$ cat src/rtl/pipelined_cla_adder_if.sv
// Handshake/data bundle for pipelined_cla_adder.
// Defining CLA_OVERFLOW_EN adds the ovf result signal.
interface pipelined_cla_adder_if #(
  parameter int unsigned WIDTH = 16
);
  logic             in_valid;
  logic             in_ready;
  logic [WIDTH-1:0] a;
  logic [WIDTH-1:0] b;
  logic             ci;
  logic             sub;
  logic             out_valid;
  logic             out_ready;
  logic [WIDTH-1:0] sum;
  logic             co;
`ifdef CLA_OVERFLOW_EN
  logic             ovf;

  modport master (
    output in_valid, a, b, ci, sub, out_ready,
    input  in_ready, out_valid, sum, co, ovf
  );
  modport slave (
    input  in_valid, a, b, ci, sub, out_ready,
    output in_ready, out_valid, sum, co, ovf
  );
`else
  modport master (
    output in_valid, a, b, ci, sub, out_ready,
    input  in_ready, out_valid, sum, co
  );
  modport slave (
    input  in_valid, a, b, ci, sub, out_ready,
    output in_ready, out_valid, sum, co
  );
`endif
endinterface

$ cat src/rtl/pipelined_cla_adder.sv
// Pipelined carry-lookahead adder/subtractor: one BLOCK-bit lookahead group per stage,
// global stall on output backpressure. Optional signed overflow output under CLA_OVERFLOW_EN.
module pipelined_cla_adder #(
  parameter int unsigned WIDTH = 16,
  parameter int unsigned BLOCK = 4
) (
  input  logic                  clk,
  input  logic                  rst_n,
  pipelined_cla_adder_if.slave  bus
);
  localparam int unsigned STAGES = WIDTH / BLOCK;
  localparam int unsigned LAST   = STAGES - 1;

  // Flat sum-of-products lookahead within one group; returns {carry_out, sum}.
  function automatic logic [BLOCK:0] cla_group(
    input logic [BLOCK-1:0] ga,
    input logic [BLOCK-1:0] gb,
    input logic             cin
  );
    logic [BLOCK-1:0] g;
    logic [BLOCK-1:0] p;
    logic [BLOCK:0]   c;
    logic             term;
    g    = ga & gb;
    p    = ga ^ gb;
    c    = '0;
    c[0] = cin;
    for (int unsigned j = 0; j < BLOCK; j++) begin
      term = cin;
      for (int unsigned m = 0; m <= j; m++) term = term & p[m];
      c[j+1] = term;
      for (int unsigned i = 0; i <= j; i++) begin
        term = g[i];
        for (int unsigned m = i + 1; m <= j; m++) term = term & p[m];
        c[j+1] = c[j+1] | term;
      end
    end
    return {c[BLOCK], p ^ c[BLOCK-1:0]};
  endfunction

  logic [STAGES-1:0] valid_d, valid_q;
  logic [STAGES-1:0] c_d, c_q;
  logic [WIDTH-1:0]  a_d   [STAGES];
  logic [WIDTH-1:0]  a_q   [STAGES];
  logic [WIDTH-1:0]  bp_d  [STAGES];
  logic [WIDTH-1:0]  bp_q  [STAGES];
  logic [WIDTH-1:0]  sum_d [STAGES];
  logic [WIDTH-1:0]  sum_q [STAGES];
  logic [WIDTH-1:0]  bp0;
  logic [BLOCK:0]    grp;
  logic              adv;
`ifdef CLA_OVERFLOW_EN
  logic              ovf_d, ovf_q;
`endif

  always_comb begin
    adv = !valid_q[LAST] || bus.out_ready;
    bp0 = bus.sub ? ~bus.b : bus.b;

    // Stage 0 takes operands straight from the input port.
    grp          = cla_group(bus.a[BLOCK-1:0], bp0[BLOCK-1:0], bus.sub ? 1'b1 : bus.ci);
    valid_d[0]   = bus.in_valid;
    a_d[0]       = bus.a;
    bp_d[0]      = bp0;
    sum_d[0]     = '0;
    sum_d[0][BLOCK-1:0] = grp[BLOCK-1:0];
    c_d[0]       = grp[BLOCK];

    for (int unsigned k = 1; k < STAGES; k++) begin
      grp        = cla_group(a_q[k-1][k*BLOCK +: BLOCK], bp_q[k-1][k*BLOCK +: BLOCK], c_q[k-1]);
      valid_d[k] = valid_q[k-1];
      a_d[k]     = a_q[k-1];
      bp_d[k]    = bp_q[k-1];
      sum_d[k]   = sum_q[k-1];
      sum_d[k][k*BLOCK +: BLOCK] = grp[BLOCK-1:0];
      c_d[k]     = grp[BLOCK];
    end

`ifdef CLA_OVERFLOW_EN
    // Carry into the MSB is recovered as p_msb ^ sum_msb, avoiding a second carry output.
    ovf_d = a_d[LAST][WIDTH-1] ^ bp_d[LAST][WIDTH-1] ^ sum_d[LAST][WIDTH-1] ^ c_d[LAST];
`endif
  end

  always_ff @(posedge clk or negedge rst_n) begin
    if (!rst_n) begin
      valid_q <= '0;
      c_q     <= '0;
      a_q     <= '{default: '0};
      bp_q    <= '{default: '0};
      sum_q   <= '{default: '0};
`ifdef CLA_OVERFLOW_EN
      ovf_q   <= 1'b0;
`endif
    end else if (adv) begin
      valid_q <= valid_d;
      c_q     <= c_d;
      a_q     <= a_d;
      bp_q    <= bp_d;
      sum_q   <= sum_d;
`ifdef CLA_OVERFLOW_EN
      ovf_q   <= ovf_d;
`endif
    end
  end

  always_comb begin
    bus.in_ready  = adv;
    bus.out_valid = valid_q[LAST];
    bus.sum       = sum_q[LAST];
    bus.co        = c_q[LAST];
`ifdef CLA_OVERFLOW_EN
    bus.ovf       = ovf_q;
`endif
  end
endmodule
$ cat src/flat_wrapper.sv
// flat-port wrapper written by rule: the top's interface ports become plain ports
module pipelined_cla_adder_flat 
#(
  parameter int unsigned WIDTH = 16,
  parameter int unsigned BLOCK = 4
)
  (clk, rst_n, bus_in_valid, bus_a, bus_b, bus_ci, bus_sub, bus_out_ready, bus_in_ready, bus_out_valid, bus_sum, bus_co);
  pipelined_cla_adder_if #(.WIDTH(WIDTH)) bus_i ();
  input  logic clk;
  input  logic rst_n;
  input wire logic [$bits(bus_i.in_valid)-1:0] bus_in_valid;
  input wire logic [$bits(bus_i.a)-1:0] bus_a;
  input wire logic [$bits(bus_i.b)-1:0] bus_b;
  input wire logic [$bits(bus_i.ci)-1:0] bus_ci;
  input wire logic [$bits(bus_i.sub)-1:0] bus_sub;
  input wire logic [$bits(bus_i.out_ready)-1:0] bus_out_ready;
  output wire logic [$bits(bus_i.in_ready)-1:0] bus_in_ready;
  output wire logic [$bits(bus_i.out_valid)-1:0] bus_out_valid;
  output wire logic [$bits(bus_i.sum)-1:0] bus_sum;
  output wire logic [$bits(bus_i.co)-1:0] bus_co;
  assign bus_i.in_valid = bus_in_valid;
  assign bus_i.a = bus_a;
  assign bus_i.b = bus_b;
  assign bus_i.ci = bus_ci;
  assign bus_i.sub = bus_sub;
  assign bus_i.out_ready = bus_out_ready;
  assign bus_in_ready = bus_i.in_ready;
  assign bus_out_valid = bus_i.out_valid;
  assign bus_sum = bus_i.sum;
  assign bus_co = bus_i.co;
  pipelined_cla_adder #(.WIDTH(WIDTH), .BLOCK(BLOCK)) u_core (.clk(clk), .rst_n(rst_n), .bus(bus_i));
endmodule
$ cat config.mk
export PLATFORM = sky130hd
export DESIGN_NAME = pipelined_cla_adder_flat
export DESIGN_NICKNAME = d
export VERILOG_FILES = /design/src/rtl/pipelined_cla_adder_if.sv /design/src/rtl/pipelined_cla_adder.sv /design/src/flat_wrapper.sv
export SDC_FILE = /design/constraint.sdc
export NUM_CORES = 1
export LEC_CHECK = 0
export ABC_AREA = 1
export BUFFER_PORTS_ARGS = -buffer_cell sky130_fd_sc_hd__buf_2
export CAP_MARGIN = 20
export CORE_AREA = 10 10 132 134
export CTS_CLUSTER_SIZE = 8
export DETAILED_ROUTE_END_ITERATION = 8
export DIE_AREA = 0 0 142 144
export SKIP_LAST_GASP = 1
export SYNTH_ARGS = -nofsm -noshare
export SYNTH_HDL_FRONTEND = slang
export SYNTH_SLANG_ARGS = --single-unit
$ cat constraint.sdc
create_clock -name clk -period 2.26 [get_ports clk]
set_clock_uncertainty 0.15 [all_clocks]
set_input_delay 0.452 -clock clk [delete_from_list [all_inputs] [get_ports clk]]
set_output_delay 0.452 -clock clk [all_outputs]
set_load 0.01 [all_outputs]
==> results of run 1 <==
layout by cell type, fill, tap and decap left out:
| master | instances |
|---|---|
| a21oi_1 | 1 |
| buf_12 | 2 |
| buf_2 | 55 |
| buf_4 | 5 |
| bufinv_16 | 1 |
| clkbuf_16 | 9 |
| clkbuf_8 | 2 |
| clkinv_2 | 1 |
| clkinv_4 | 1 |
| dfrtp_1 | 96 |
| dlygate4sd3_1 | 1 |
| fa_1 | 4 |
| ha_1 | 20 |
| inv_1 | 34 |
| inv_2 | 1 |
| inv_6 | 2 |
| nand2_1 | 188 |
| nand3_1 | 14 |
| nand3b_1 | 4 |
| nand4_1 | 3 |
| nor2_1 | 7 |
| nor2_4 | 1 |
| o21ai_0 | 57 |
| o22ai_1 | 1 |
| or2_2 | 1 |
| xnor2_1 | 16 |
| xor2_1 | 4 |
sequential cells by signal, indices dropped and copies added, names as in the netlist:
register	flops
u_core.valid_q	4
u_core.a_d	24
u_core.bp_d	24
u_core.sum_d	24
u_core.c_q	4
u_core.bus.sum	16
worst reg2reg max path, cell delays in order (launching register included):
cell      delay, ns
dfrtp_1        0.42
ha_1           0.31
ha_1           0.20
nand2_1        0.06
nand3b_1       0.12
nand2_1        0.12
nand2_1        0.06
nand2_1        0.07
nand3_1        0.07
nand2_1        0.08
cell type report:
class	instances	area [sq um]	share of cell area, %
sequential	96	2400	47.0
clock buffer	11	253	4.94
multi-input combinational	321	1670	32.6
timing repair buffer	63	363	7.09
inverter	35	131	2.57
clock inverter	5	61.3	1.20
tap	188	235	4.60
through the flow:
step,hold slack (ns),instance area [sq um]
floorplan,0.00641,4330
detailed placement,0.184,4790
global placement,0.181,4790
finish,0.159,5120
CTS,0.150,5120
global route,0.157,5120
cells by family (layout without fill, tap and decap cells):
family / count (synthesis) / after routing
buffers and inverters: 57 / 114
xor gates and xnor gates: 20 / 20
AOI/OAI and AO/OA: 59 / 59
adders and majority gates: 24 / 24
and+or+nand+nor: 218 / 218
DFF: 96 / 96
layer usage:
layer / part of all wire (%) / GRT usage (%) / wire length (um)
met5: 0 / 0 / 0
met4: 1.7 / 4.36 / 155
met3: 2.9 / 2.13 / 269
met2: 45 / 15.1 / 4150
met1: 50 / 12.4 / 4560
worst paths after layout:
kind / from / endpoint / slack [ns] / cells after the start
setup / recovery: u_core.valid_q[3]$_DFFE_PN0P_ / bus_in_ready / 0.33 / 4
hold / removal: bus_a[6] / u_core.a_d[38]$_DFFE_PN0P_ / 0.16 / 3
setup reg to reg: u_core.bp_d[12]$_DFFE_PN0P_ / u_core.bus.sum[15]$_DFFE_PN0P_ / 0.53 / 9
hold reg to reg: u_core.bp_d[30]$_DFFE_PN0P_ / u_core.bp_d[14]$_DFFE_PN0P_ / 0.32 / 2
max in group asynchronous: rst_n / u_core.bp_d[43]$_DFFE_PN0P_ / 1.01 / 3
min in group asynchronous: rst_n / u_core.sum_d[32]$_DFFE_PN0P_ / 0.37 / 2
power breakdown:
part           total (mW)  leakage, nW  internal (mW)  switching [mW]
Sequential           2.89         1.16           2.48           0.410
Clock                1.59        0.157          0.927           0.666
Combinational        2.22         1.27          0.879            1.34
Total                6.70         2.59           4.28            2.41
timing repair:
| item | CTS | global route |
|---|---|---|
| endpoints found under the hold margin | 15 | 0 |
| resized for setup | 0 | 0 |
| hold buffers | 1 | 0 |
==> results.cfg, run 1 <==
[run_status]
status = complete, no violations

[synthesis]
ys.flop_type = dfrtp_1
synth_top_area_share_pct = 55.5
synth_xor_area_share_pct = 4.04
synth.area.top_cells = dfrtp_1 55%, nand2_1 16%, o21ai_0 6.6%
synthesis.nets = 536
yosysWarnings = 0
synth_edf_count = 0
synth_fa_ha_area_share_pct = 7.63
netlist-cell-type-count = 21
post_synth_and_or_nand_nor_area_fraction_pct = 20.0
ys_ff_latch = 96
synth.cell_area_sq_um = 4330
synthTopCellsByCount = 188 x nand2_1, 96 x dfrtp_1, 57 x o21ai_0
yosysSeqAreaShare_pct = 55.5
netlist_instances = 474
synth.mux.area_fraction_pct = 0
async_reset_ff_share_pct = 100
yosysTopAreaCell = dfrtp_1
synth-compound-area-share_pct = 6.85
avgSynthCellArea_sq_um = 9.14
synth_top_family_by_area = simple AND/OR/NAND/NOR gates
yosysMostFrequentCell = nand2_1

[pwr]
power_mw = 6.70
vdd_ir_drop_max_mv = 0.402
power_density_nw_per_um2 = 1310
leakage_nw = 2.59

[sta]
fin_crit_ns = 1.93
fin_setup_tns_ns = 0
drv_slew = 0
fmax_ghz = 0.517
setup-violations-final = 0
grt_setup_unrepaired = false
slew-limit-headroom_pct = 70.5
timing.final.crit_share_pct = 85.6
worst_slack_ns = 0.326
hold_viol_final = 0
tightest_slew_ns = 0.443

[route]
ant_nets = 0
dr.first_iter.drc_count = 227
wire_per_inst_um = 12.7
firstDrtPassIters = 4
drc = 0
viasPerCell = 4.28
vias = 3076
finalWirelength_mm = 9.14

[grt]
grt_pass1_wl_mm = 16.1
antenna_found_initial = 0
grt_pass1_vias = 3316
grt_usage_pct = 9.63
grt.overflow.total = 0
grt_max_degree = 114

[die]
dieWidth_um = 142
die-area_sq_um = 20400
dieHeight_um = 144
rows = 45
initial_core_util_pct = 29.1
num_io_pins = 57
coreArea_sq_um = 14900

[placement]
dp_cells = 702
numPortBuffers = 56
globalplace.congestion = 0.787
dp_hpwl_mm = 6.37
pre_cts_ws_ns = 0.116

[cells_and_area]
fin_util_pct = 34.4
fin_nets = 588
num_antenna_cells = 0
area_delta_synth_final_pct = 18.1
layout-drive-gt1-share_pct = 15.3
fillCellCount = 1572
stdcell_count = 719

[flow_run]
cap_viol_max_count = 0

[setup_path]
cp_top_family = buffers and inverters
cp_slowest_cell = dfrtp_1
worstPathCellList = inv_1, nor2_4, inv_2, buf_2
cp_data_arrival_time_ns = 1.33
end_kind = output port
critPathLaunchType = flop
critical_path_class = flop to output port
crit_fanout = 20
required_ns = 1.66
cp_slowest_stage_delay_ns = 0.38
critical_path_buf_inv_count = 3

[min_path]
min_path_type = input pin to flop

[clocking]
clk_pin_slew_worst_paths_ns = 0.07
cts-root-buf = clkbuf_16
cts.sinks = 96
post_cts_buffers = 0
cts_tree = built
clk_latency_ns = 0.34
htreeDepth = 3
clock_path_buffers = 2
numCtsBuffers = 9
Power figures use the tool's default switching activity.
==> run 2, diff against run 1 <==
GPL_TIMING_DRIVEN = 0   (was not set)
==> run 2 against run 1 <==
Worst hold slack lost 0.0036 ns. First-iteration DRC count grew 12%. Cell area grew 1.9%. Worst setup slack lost 0.042 ns. Cell count grew 2.2%. Largest power group unchanged.
==> results.cfg, run 2 (synthesis results as in run 1) <==
[grt]
grt_usage_pct = 10.8
grt.overflow.total = 0
grt_pass1_vias = 3423
grt_pass1_wl_mm = 17.4
antenna_found_initial = 0
grt_max_degree = 55

[setup_path]
critPathLaunchType = flop
ff2ff_setup_slack_ns = 0.55
critical_path_buf_inv_count = 4
end_kind = output port
cp-startpoint = u_core.valid_q[3]$_DFFE_PN0P_
rr_startpoint = u_core.bp_d[12]$_DFFE_PN0P_
cp_slowest_stage_delay_ns = 0.37
crit_fanout = 10
cp_data_arrival_time_ns = 1.37
worstRegToRegCells = 8
cp_top_family = buffers and inverters
critical_path_class = flop to output port
cp_slowest_cell = dfrtp_1
worstPathCellList = inv_1, nor2_4, inv_2, buf_2, buf_2
rr_endpoint = u_core.bus.sum[15]$_DFFE_PN0P_
crit_path_frequent_cell = buf_2
required_ns = 1.66

[clocking]
cts_tree = built
clk_latency_ns = 0.34
numCtsBuffers = 9
clk_pin_slew_worst_paths_ns = 0.06
cts-root-buf = clkbuf_16
htreeDepth = 3
cts.sinks = 96
clock_path_buffers = 2

[sta]
hold_viol_final = 0
grt_setup_unrepaired = false
drv_slew = 0
tightest_slew_ns = 0.580
fin_crit_ns = 1.98
slew-limit-headroom_pct = 61.3
fmax_ghz = 0.506
timing.final.crit_share_pct = 87.4
setup-violations-final = 0
worst_slack_ns = 0.285

[placement]
numPortBuffers = 55
pre_cts_ws_ns = -0.0644
globalplace.congestion = 0.808
dp_hpwl_mm = 7.69

[flow_run]
cap_viol_max_count = 0

[route]
firstDrtPassIters = 4
wl_met1_mm = 4.86
wire_per_inst_um = 14.3
wl_met3_um = 479
vias = 3223
ant_nets = 0
met2_length_mm = 4.85
drc = 0
dr.first_iter.drc_count = 254
topRoutingLayerUsed = met4
viasPerCell = 4.39
finalWirelength_mm = 10.5

[min_path]
worstHoldEndpoint = u_core.a_d[39]$_DFFE_PN0P_
min_delay_path_depth = 3
min_path_type = input pin to flop
min_from = bus_a[7]

[die]
dieWidth_um = 142
initial_core_util_pct = 29.1
num_io_pins = 57
coreArea_sq_um = 14900
dieHeight_um = 144
die-area_sq_um = 20400
rows = 45

[cells_and_area]
fin_util_pct = 35.1
layout-drive-gt1-share_pct = 16.6
fin_nets = 604
num_antenna_cells = 0
layout_commonest_cell = nand2_1
final_cell_mix = 188 x nand2_1, 96 x dfrtp_1, 63 x buf_2
area_delta_synth_final_pct = 20.4

[run_status]
status = complete, no violations

[pwr]
leakage_nw = 2.65
power_density_nw_per_um2 = 1330
vdd_ir_drop_max_mv = 0.434
run 2: cell count changes in the layout (fill, tap and decap cells not counted):
cell       previous run  this run
buf_2                55        63
clkbuf_1              0         6
buf_12                2         0
buf_6                 0         2
inv_6                 2         0
buf_16                0         1
buf_4                 5         6
bufinv_16             1         2
clkinv_2              1         2
run 2: worst max path at each step:
stage / to / cells after the start
after global routing: u_core.sum_d[35]$_DFFE_PN0P_ / 12
after detailed placement: u_core.sum_d[35]$_DFFE_PN0P_ / 12
after CTS: bus_in_ready / 5
after global placement: u_core.bus.sum[12]$_DFFE_PN0P_ / 1
final: bus_in_ready / 5
after floorplan: u_core.sum_d[35]$_DFFE_PN0P_ / 12
run 2: stage by stage:
step	hold WS [ns]	std cells	power [mW]	setup TNS, ns	instance area (sq um)
after floorplan	0.00641	474	4.48	0	4330
after global placement	0.300	717	5.23	-31.14	4840
after global routing	0.163	735	7.55	0	5210
final	0.156	735	6.93	0	5210
after detailed placement	0.305	718	5.34	-0.0782	4870
after CTS	0.144	735	7.04	0	5210
run 2: worst min-delay path, cell delays in order:
cell     delay [ns]
buf_2          0.08
nand2_1        0.04
nand2_1        0.04
run 2: what timing repair did:
| item | CTS | global route |
|---|---|---|
| gates resized for setup | 0 | 0 |
| hold endpoints to repair | 42 | 0 |
| buffers inserted | 0 | 0 |
| hold buffers | 1 | 0 |
run 2: layout make-up:
| type | instances | area, sq um |
|---|---|---|
| tap | 188 | 235 |
| inverter | 35 | 131 |
| timing repair buffer | 57 | 315 |
| fill | 1545 | 9650 |
| buffer | 22 | 128 |
| clock inverter | 5 | 78.8 |
| sequential | 96 | 2400 |
| multi-input combinational | 321 | 1670 |
| clock buffer | 11 | 253 |
run 2: layer usage:
metal | global-route usage (%) | up-vias
li1 | - | 1626
met1 | 13.7 | 1508
met2 | 16.9 | 67
met3 | 2.39 | 22
met4 | 5.86 | 0
met5 | 0 | -
run 2: report_power, final:
| part | total (mW) | internal (mW) | switching, mW |
|---|---|---|---|
| clock network | 1.67 | 1.03 | 0.641 |
| logic | 2.36 | 0.924 | 1.44 |
| registers | 2.90 | 2.48 | 0.416 |
| total | 6.93 | 4.43 | 2.50 |
==> run 3, diff against run 2 <==
clock period = 2 ns   (was 2.26 ns; I/O delays follow)
==> run 3 against run 2 <==
Register-to-register slack lost 0.27 ns. Routed wire length shrank 1.8%. Via count grew 1.5%. Combinational power grew 13%. Sequential power grew 13%. Worst setup slack lost 0.094 ns. Worst hold slack lost 0.056 ns. Critical path type unchanged. Highest routed layer unchanged.
==> results.cfg, run 3 (synthesis results as in run 1) <==
[pwr]
internal_power_mw = 4.72
p_sw_share_pct = 38.2
leakage_nw = 2.62
seqPwrFrac_pct = 43.0
power_density_nw_per_um2 = 1470
vdd_ir_drop_max_mv = 0.561
p_comb_share_pct = 35.0
power.switching_mw = 2.91
power_frac_clock_pct = 21.9

[cells_and_area]
area_delta_synth_final_pct = 19.7
stdcell_count = 734
seqCellArea_sq_um = 2400
layout_commonest_cell = nand2_1
design_area_sq_um = 5180
fin_nets = 603
final_cell_mix = 188 x nand2_1, 96 x dfrtp_1, 62 x buf_2
layout-drive-gt1-share_pct = 16.7
num_antenna_cells = 0
fillCellCount = 1531
multi_input_area_sq_um = 1690

[setup_path]
critPathLaunchType = flop
cp_slowest_stage_delay_ns = 0.37
end_kind = output port
cp_slowest_cell = dfrtp_1
required_ns = 1.45
rr_startpoint = u_core.bp_d[12]$_DFFE_PN0P_
critical_path_class = flop to output port
cp_top_family = buffers and inverters
cp-startpoint = u_core.valid_q[3]$_DFFE_PN0P_
critical_path_buf_inv_count = 3
crit_fanout = 16
cp_data_arrival_time_ns = 1.26
worstPathCellList = inv_1, nor2_4, inv_2, buf_2

[clocking]
cts-root-buf = clkbuf_16
cts_tree = built
clk_pin_slew_worst_paths_ns = 0.07
post_cts_buffers = 0
numCtsBuffers = 9
clock_path_buffers = 2
clk_latency_ns = 0.35
cts.sinks = 96
htreeDepth = 3

[flow_run]
cap_viol_max_count = 0

[route]
dr.first_iter.drc_count = 181
finalWirelength_mm = 10.3
drc = 0
ant_nets = 0
wire_per_inst_um = 14.0
viasPerCell = 4.46
firstDrtPassIters = 7
vias = 3270

[grt]
grt_pass1_vias = 3413
grt.overflow.total = 0
grt_max_degree = 58
grt_pass1_wl_mm = 17.1
grt_usage_pct = 10.6
antenna_found_initial = 0

[placement]
dp_cells = 718
dp_hpwl_mm = 7.64
numPortBuffers = 55
globalplace.congestion = 0.795
postPlaceCellArea_sq_um = 4890

[sta]
grt_setup_unrepaired = false
setup-violations-final = 0
fmax_ghz = 0.553
slew-limit-headroom_pct = 51.8
tightest_slew_ns = 0.723
drv_slew = 0
fin_setup_tns_ns = 0
timing.final.crit_share_pct = 90.5
hold_viol_final = 0
fin_crit_ns = 1.81

[die]
initial_core_util_pct = 29.1
dieWidth_um = 142
die-area_sq_um = 20400
num_io_pins = 57
rows = 45
dieHeight_um = 144
coreArea_sq_um = 14900

[min_path]
min_from = bus_a[5]
min_path_type = input pin to flop

[run_status]
status = complete, no violations
## run 3: power groups by stage
stage	combinational, mW	clock, mW	sequential, mW
floorplan	1.79	0	3.28
global placement	2.63	0	3.28
detailed placement	2.73	0	3.31
CTS	2.75	1.70	3.29
global route	3.12	1.80	3.39
finish	2.67	1.67	3.28
## run 3: worst paths after layout
kind                       depth (start not counted)                        endpoint  slack, ns
setup / recovery                                   4                    bus_in_ready       0.19
hold / removal                                     3      u_core.a_d[37]$_DFFE_PN0P_        0.1
setup reg to reg                                   9  u_core.bus.sum[15]$_DFFE_PN0P_       0.28
hold reg to reg                                    2    u_core.sum_d[18]$_DFFE_PN0P_       0.31
max in group asynchronous                          3     u_core.bp_d[28]$_DFFE_PN0P_       0.53
min in group asynchronous                          2   u_core.bus.sum[2]$_DFFE_PN0P_       0.50
## run 3: per-layer routing
metal  share of wire [%]  global-route usage (%)  up-vias  wire (um)
met3                 4.0                    2.59       20        413
met2                  46                    17.0       56       4760
met5                   0                       0        -          0
met1                  47                    13.2     1569       4890
li1                    -                       -     1625          -
met4                 2.4                    4.84        0        250
## run 3: layout make-up
class                           count  area share, %
Sequential cell                    96           46.3
Timing Repair Buffer               57           5.94
Buffer                             21           2.51
Clock inverter                      7           1.21
Inverter                           35           2.53
Multi-Input combinational cell    321           32.6
Clock buffer                        9           4.34
Tap cell                          188           4.54
## run 3: metrics by stage
| step | util (%) | hold WS, ns | setup slack, ns | power (mW) |
|---|---|---|---|---|
| floorplan | - | -0.0456 | 0.0297 | 5.07 |
| global placement | 32.8 | 0.303 | -0.539 | 5.91 |
| detailed placement | 32.9 | 0.306 | -0.135 | 6.04 |
| CTS | 34.9 | 0.0877 | 0.0445 | 7.73 |
| global route | 34.9 | 0.0949 | 0.0964 | 8.32 |
| finish | 34.9 | 0.0998 | 0.191 | 7.63 |
## run 3: worst register-to-register path, cell delays in order, from the launching register on
cell and delay (ns):
dfrtp_1 0.42, ha_1 0.31, ha_1 0.19, nand2_1 0.06, nand3b_1 0.13, nand2_1 0.12
nand2_1 0.07, nand2_1 0.08, nand3_1 0.07, nand2_1 0.07
## run 3: timing repair
| item | CTS | global route |
|---|---|---|
| endpoints found under the hold margin | 32 | 0 |
| gates resized for setup | 0 | 0 |
| setup endpoints to repair | 0 | 1 |
| hold buffers | 1 | 0 |
